`src/rtl/hit_feeder.sv`:
```
// rtl/hit_feeder.sv - Hit FIFO feeding the HXMPP write port, with per-event hit counting
module hit_feeder #(
    parameter int ROWINDEXBITS_HCM = 10,
    parameter int HITINFOBITS      = 8,
    parameter int DEPTH            = 16,
    parameter int DEPTHBITS        = 4,
    parameter int HITCOUNTBITS     = 12
) (
    input  logic                        clk,
    input  logic                        reset,
    input  logic                        in_valid,
    output logic                        in_ready,
    input  logic [ROWINDEXBITS_HCM-1:0] in_SSID,
    input  logic [HITINFOBITS-1:0]      in_hitInfo,
    input  logic                        in_eventEnd,
    input  logic                        writeReady,
    input  logic                        hxmppBusy,
    output logic                        write,
    output logic [ROWINDEXBITS_HCM-1:0] writeSSID,
    output logic [HITINFOBITS-1:0]      writeHitInfo,
    output logic [DEPTHBITS:0]          fifoCount,
    output logic                        eventDone,
    output logic [HITCOUNTBITS-1:0]     nHitsEvent
);

    typedef enum logic [1:0] {
        ST_IDLE,
        ST_STREAM,
        ST_DRAIN,
        ST_DONE
    } state_t;

    localparam int                      ENTRYW     = ROWINDEXBITS_HCM + HITINFOBITS;
    localparam logic [DEPTHBITS:0]      FULL_COUNT = (DEPTHBITS + 1)'(DEPTH);
    localparam logic [HITCOUNTBITS-1:0] HIT_MAX    = '1;

    state_t                      state_q, state_d;
    logic [DEPTHBITS-1:0]        wr_ptr_q, wr_ptr_d;
    logic [DEPTHBITS-1:0]        rd_ptr_q, rd_ptr_d;
    logic [DEPTHBITS:0]          count_q, count_d;
    logic [HITCOUNTBITS-1:0]     hits_q, hits_d;
    logic [HITCOUNTBITS-1:0]     nhits_q, nhits_d;
    logic                        write_q;
    logic [ROWINDEXBITS_HCM-1:0] wssid_q;
    logic [HITINFOBITS-1:0]      winfo_q;
    logic [ENTRYW-1:0]           mem_q [DEPTH];

    logic accepting;
    logic push;
    logic end_acc;
    logic pop;

    always_comb begin
        accepting = (state_q == ST_IDLE || state_q == ST_STREAM) && (count_q != FULL_COUNT);
        in_ready  = accepting && !reset;
        push      = in_valid && in_ready;
        end_acc   = in_eventEnd && in_ready;
        pop       = (count_q != '0) && writeReady;
    end

    always_comb begin
        wr_ptr_d = wr_ptr_q;
        rd_ptr_d = rd_ptr_q;
        count_d  = count_q;
        if (push) begin
            wr_ptr_d = wr_ptr_q + 1'b1;
        end
        if (pop) begin
            rd_ptr_d = rd_ptr_q + 1'b1;
        end
        unique case ({push, pop})
            2'b10:   count_d = count_q + 1'b1;
            2'b01:   count_d = count_q - 1'b1;
            default: count_d = count_q;
        endcase
    end

    always_comb begin
        state_d = state_q;
        unique case (state_q)
            ST_IDLE: begin
                if (end_acc) begin
                    state_d = ST_DRAIN;
                end else if (push) begin
                    state_d = ST_STREAM;
                end
            end
            ST_STREAM: begin
                if (end_acc) begin
                    state_d = ST_DRAIN;
                end
            end
            // Wait until the last strobe has left and HXMPP has finished with it.
            ST_DRAIN: begin
                if (count_q == '0 && !write_q && !hxmppBusy) begin
                    state_d = ST_DONE;
                end
            end
            ST_DONE: state_d = ST_IDLE;
            default: state_d = ST_IDLE;
        endcase
    end

    always_comb begin
        hits_d  = hits_q;
        nhits_d = nhits_q;
        // Leaving IDLE starts a new event, including an empty one.
        if (state_q == ST_IDLE && state_d != ST_IDLE) begin
            hits_d = '0;
        end else if (pop && hits_q != HIT_MAX) begin
            hits_d = hits_q + 1'b1;
        end
        if (state_q == ST_DRAIN && state_d == ST_DONE) begin
            nhits_d = hits_q;
        end
    end

    always_ff @(posedge clk) begin
        if (push) begin
            mem_q[wr_ptr_q] <= {in_SSID, in_hitInfo};
        end
    end

    always_ff @(posedge clk or posedge reset) begin
        if (reset) begin
            state_q  <= ST_IDLE;
            wr_ptr_q <= '0;
            rd_ptr_q <= '0;
            count_q  <= '0;
            hits_q   <= '0;
            nhits_q  <= '0;
            write_q  <= 1'b0;
            wssid_q  <= '0;
            winfo_q  <= '0;
        end else begin
            state_q  <= state_d;
            wr_ptr_q <= wr_ptr_d;
            rd_ptr_q <= rd_ptr_d;
            count_q  <= count_d;
            hits_q   <= hits_d;
            nhits_q  <= nhits_d;
            write_q  <= pop;
            if (pop) begin
                {wssid_q, winfo_q} <= mem_q[rd_ptr_q];
            end
        end
    end

    always_comb begin
        write        = write_q;
        writeSSID    = wssid_q;
        writeHitInfo = winfo_q;
        fifoCount    = count_q;
        eventDone    = (state_q == ST_DONE);
        nHitsEvent   = nhits_q;
    end

endmodule
```
`config.mk`:
```
export PLATFORM = sky130hd
export DESIGN_NAME = hit_feeder
export DESIGN_NICKNAME = d
export VERILOG_FILES = /design/src/rtl/hit_feeder.sv
export SDC_FILE = /design/constraint.sdc
export NUM_CORES = 1
export LEC_CHECK = 0
export CORE_MARGIN = 5
export CORE_UTILIZATION = 28
export CTS_CLUSTER_SIZE = 12
export DETAILED_ROUTE_END_ITERATION = 6
export GPL_ROUTABILITY_DRIVEN = 0
export PLACE_DENSITY_LB_ADDON = 0.15
export SYNTH_ARGS = -nofsm -noshare
export SYNTH_HDL_FRONTEND = slang
export SYNTH_SLANG_ARGS = --single-unit
```
`constraint.sdc`:
```
create_clock -name clk -period 2.95 [get_ports clk]
set_input_delay 0.4425 -clock clk [delete_from_list [all_inputs] [get_ports clk]]
set_output_delay 0.4425 -clock clk [all_outputs]
set_load 0.05 [all_outputs]
```
==> results by group <==
GRT
  – Gr usage total: 0.127
  – First-pass GRT wire length: 49900 µm
  – Largest net degree at the start of global routing: 60
  – Vias in the first global route: 7430
  – GRT overflow: 0
  – Initial antenna violation count: 1

Yosys
  – Synthesized area: 13600 µm²
  – Leading area contributor after synthesis: edfxtp_1
  – Yosys reg bits: 346
  – Distinct cell type count after synthesis: 57
  – Seq/Total Area, Yosys: 0.741
  – Post-synth top cells: edfxtp_1, mux4_2, dfrtp_1, o22ai_1, a21oi_1
  – Synth top area cells: edfxtp_1, mux4_2, dfrtp_1
  – Post-synth top area share: 0.634
  – Top-count cell post-synth: edfxtp_1
  – Number of warnings issued by yosys: 0
  – Ys async rst share: 0.168
  – Post-synth EDFFs: 288
  – Syn Area/Cell: 19.6 µm²
  – Synth Instances: 696
  – Top FF cell, synth: edfxtp_1
  – Net Count, Synth: 730

Detailed routing
  – Antenna viol nets, final: 0
  – WL met3: 1940 µm
  – Wire length on met2: 16000 µm
  – Iter 0 DRT Violations: 403
  – Final wirelength: 33900 µm
  – Top Layer Used: met5
  – Vias: 6922
  – Vias per cell: 4.78
  – Drt first pass iters: 4
  – Post-Route M1 WL: 15200 µm
  – Drt wl/cell: 23.4 µm
  – Final routed DRC violation total: 0

Power and ir drop
  – Sequential share of power: 0.405
  – P_leak: 5.45 nW
  – P per Cell Area: 922 nW/µm²
  – Combinational power share: 0.290
  – P_int: 0.0104 W
  – Reported net switching power: 0.00490 W
  – Switch share: 0.321
  – Overall Power: 0.0153 W
  – Peak supply drop: 0.609 mV
  – Clock Power Share: 0.304

Clocking
  – Clk buf depth: 3
  – Postcts setup bufs: 0
  – Root Buffer: clkbuf_16
  – Number of buffers created by CTS: 39
  – Post_cts resized: 0
  – Htree depth: 2
  – Skew-Pair Late Insertion Delay: 0.55 ns
  – Total clock sinks: 346
  – Hold buffers post-CTS: 0
  – TritonCTS clock tree: yes
  – Clock slew at reported path FFs: 0.06 ns

Worst setup path
  – CP bufs+invs: 1
  – CP max FO: 9
  – CP arrival: 3.07 ns
  – Required @ worst endpoint: 3.37 ns
  – CP peak stage delay: 0.60 ns
  – CP Capture Type: register
  – Worst path slowest cell: or4_4
  – CP Launch Type: register
  – Critical-path cell list: or4_4 -> o2111a_1 -> inv_4 -> ha_4 -> xor2_1 -> ha_2 -> o211a_1 -> o31ai_1 -> a31oi_1 -> xnor2_1
  – Cell family with most CP delay: compound AO/OA/AOI/OAI gates
  – Setup CP Type: register to register

Timing
  – Period minus WS final: 2.65 ns
  – Fin. max-slew vios: 0
  – Clk_skew: 0.0235 ns
  – Count of final setup violators: 0
  – RSZ-0062 raised after global routing: false
  – Tcrit/Tclk final: 0.899
  – Final WS setup: 0.298 ns
  – Max Freq: 377 MHz
  – Final Hold Viols: 0
  – Worst-margin pin slew: 0.838 ns
  – Worst slew margin: 0.441

Cells and area
  – Non-filler instance count after layout: 1448
  – Antenna diodes: 0
  – Post-layout nets: 837
  – Share of cells above drive strength 1: 0.282
  – Final core occ: 0.346
  – Layout overhead on the synthesized area: 21.5%
  – Filler instances: 4460

Floorplanning
  – Die width: 231 µm
  – Core Area: 47900 µm²
  – Die area: 53200 µm²
  – Ports: 62
  – Starting Density: 0.284
  – Die H: 231 µm
  – FP Rows: 80

Placed design
  – IO buf count: 61
  – Hpwl dp: 20500 µm
  – Placed cell count: 1377
  – Worst slack at placement: 0.270 ns

Run status
  – Outcome: complete, no violations

Flow run
  – Max-cap violations: 0

Min path
  – Worst Hold Class: register to register
-- worst register-to-register path: stages, from the launching register on --
cell,delay [ns]
dfrtp_2,0.40
or4_4,0.60
o2111a_1,0.32
inv_4,0.08
ha_4,0.18
xor2_1,0.10
ha_2,0.19
o211a_1,0.21
o31ai_1,0.24
a31oi_1,0.09
xnor2_1,0.14
-- final cells by class --
class / count / area [µm²] / share of cell area
sequential: 346 / 10100 / 0.610
multi-input combinational: 303 / 3400 / 0.205
clock buffer: 56 / 1110 / 0.0670
timing repair buffer: 103 / 1010 / 0.0610
tap: 615 / 769 / 0.0464
clock inverter: 15 / 124 / 0.00748
inverter: 10 / 43.8 / 0.00264
-- registers in the layout (all words and copies together) (netlist names) --
name          cells
mem_q           288
wr_ptr_q          4
writeHitInfo      8
hits_q           12
fifoCount         5
nHitsEvent       12
write             1
state_q           2
writeSSID        10
rd_ptr_q          4
-- per-stage QoR --
stage / area (µm²) / setup TNS, ns / hold WS [ns]
floorplan: 13700 / -0.0702 / 0.510
global placement: 15300 / 0 / 0.466
detailed placement: 15300 / 0 / 0.478
CTS: 16600 / 0 / 0.477
global route: 16600 / 0 / 0.505
finish: 16600 / 0 / 0.489
-- worst paths after layout --
kind | start | to | slack (ns) | cells past startpoint
setup / recovery | fifoCount[0] | fifoCount[4] | 0.30 | 10
hold / removal | nHitsEvent[8] | nHitsEvent[8] | 0.49 | 1
setup reg to reg | fifoCount[0] | fifoCount[4] | 0.30 | 10
hold reg to reg | nHitsEvent[8] | nHitsEvent[8] | 0.49 | 1
max in group asynchronous | reset | rd_ptr_q[0] | 1.70 | 3
min in group asynchronous | reset | write | 0.63 | 3
-- cells by family after synthesis --
family | Yosys count | synth area share
flops | 346 | 0.741
mux | 107 | 0.148
compound gates | 94 | 0.0451
simple gates | 81 | 0.0335
buf+inv | 47 | 0.0167
xor+xnor | 11 | 0.00707
fa+ha+maj | 10 | 0.00918
-- per-layer routing --
layer / track usage / vias up
met2: 0.202 / 178
met4: 0.0394 / 2
met3: 0.0269 / 51
met5: 0 / -
met1: 0.176 / 3632
li1: - / 3059
-- placed cells by master (no fill, tap or decap), drive strengths merged, types with 3 or more instances in the layout --
| cell | netlist | final |
|---|---|---|
| mux2 | 31 | 31 |
| mux2i | 4 | 4 |
| xnor2 | 8 | 8 |
| dfrtp | 58 | 58 |
| or3 | 3 | 3 |
| or4 | 3 | 3 |
| buf | 23 | 43 |
| a21o | 3 | 3 |
| nor2 | 17 | 17 |
| a21oi | 28 | 28 |
| o21ai | 10 | 10 |
| ha | 10 | 10 |
| edfxtp | 288 | 288 |
| xor2 | 3 | 3 |
| clkinv | 0 | 9 |
| nor3 | 6 | 6 |
| clkdlybuf4s50 | 0 | 60 |
| nand3 | 3 | 3 |
| clkinvlp | 0 | 3 |
| nand2 | 23 | 23 |
| nand4 | 4 | 4 |
| nand2b | 8 | 8 |
| mux4 | 72 | 72 |
| inv | 10 | 12 |
| o31ai | 3 | 3 |
| nor4 | 5 | 5 |
| clkbuf | 14 | 56 |
| o22ai | 35 | 35 |
-- power groups by stage --
stage	combinational, W	sequential (W)	clock, W
4_1_cts	0.00454	0.00621	0.00482
2_1_floorplan	0.00264	0.00658	0
3_5_place_dp	0.00453	0.00630	0
6_report	0.00444	0.00620	0.00465
3_3_place_gp	0.00448	0.00628	0
5_1_grt	0.00478	0.00626	0.00501
Power figures use the tool's default switching activity.
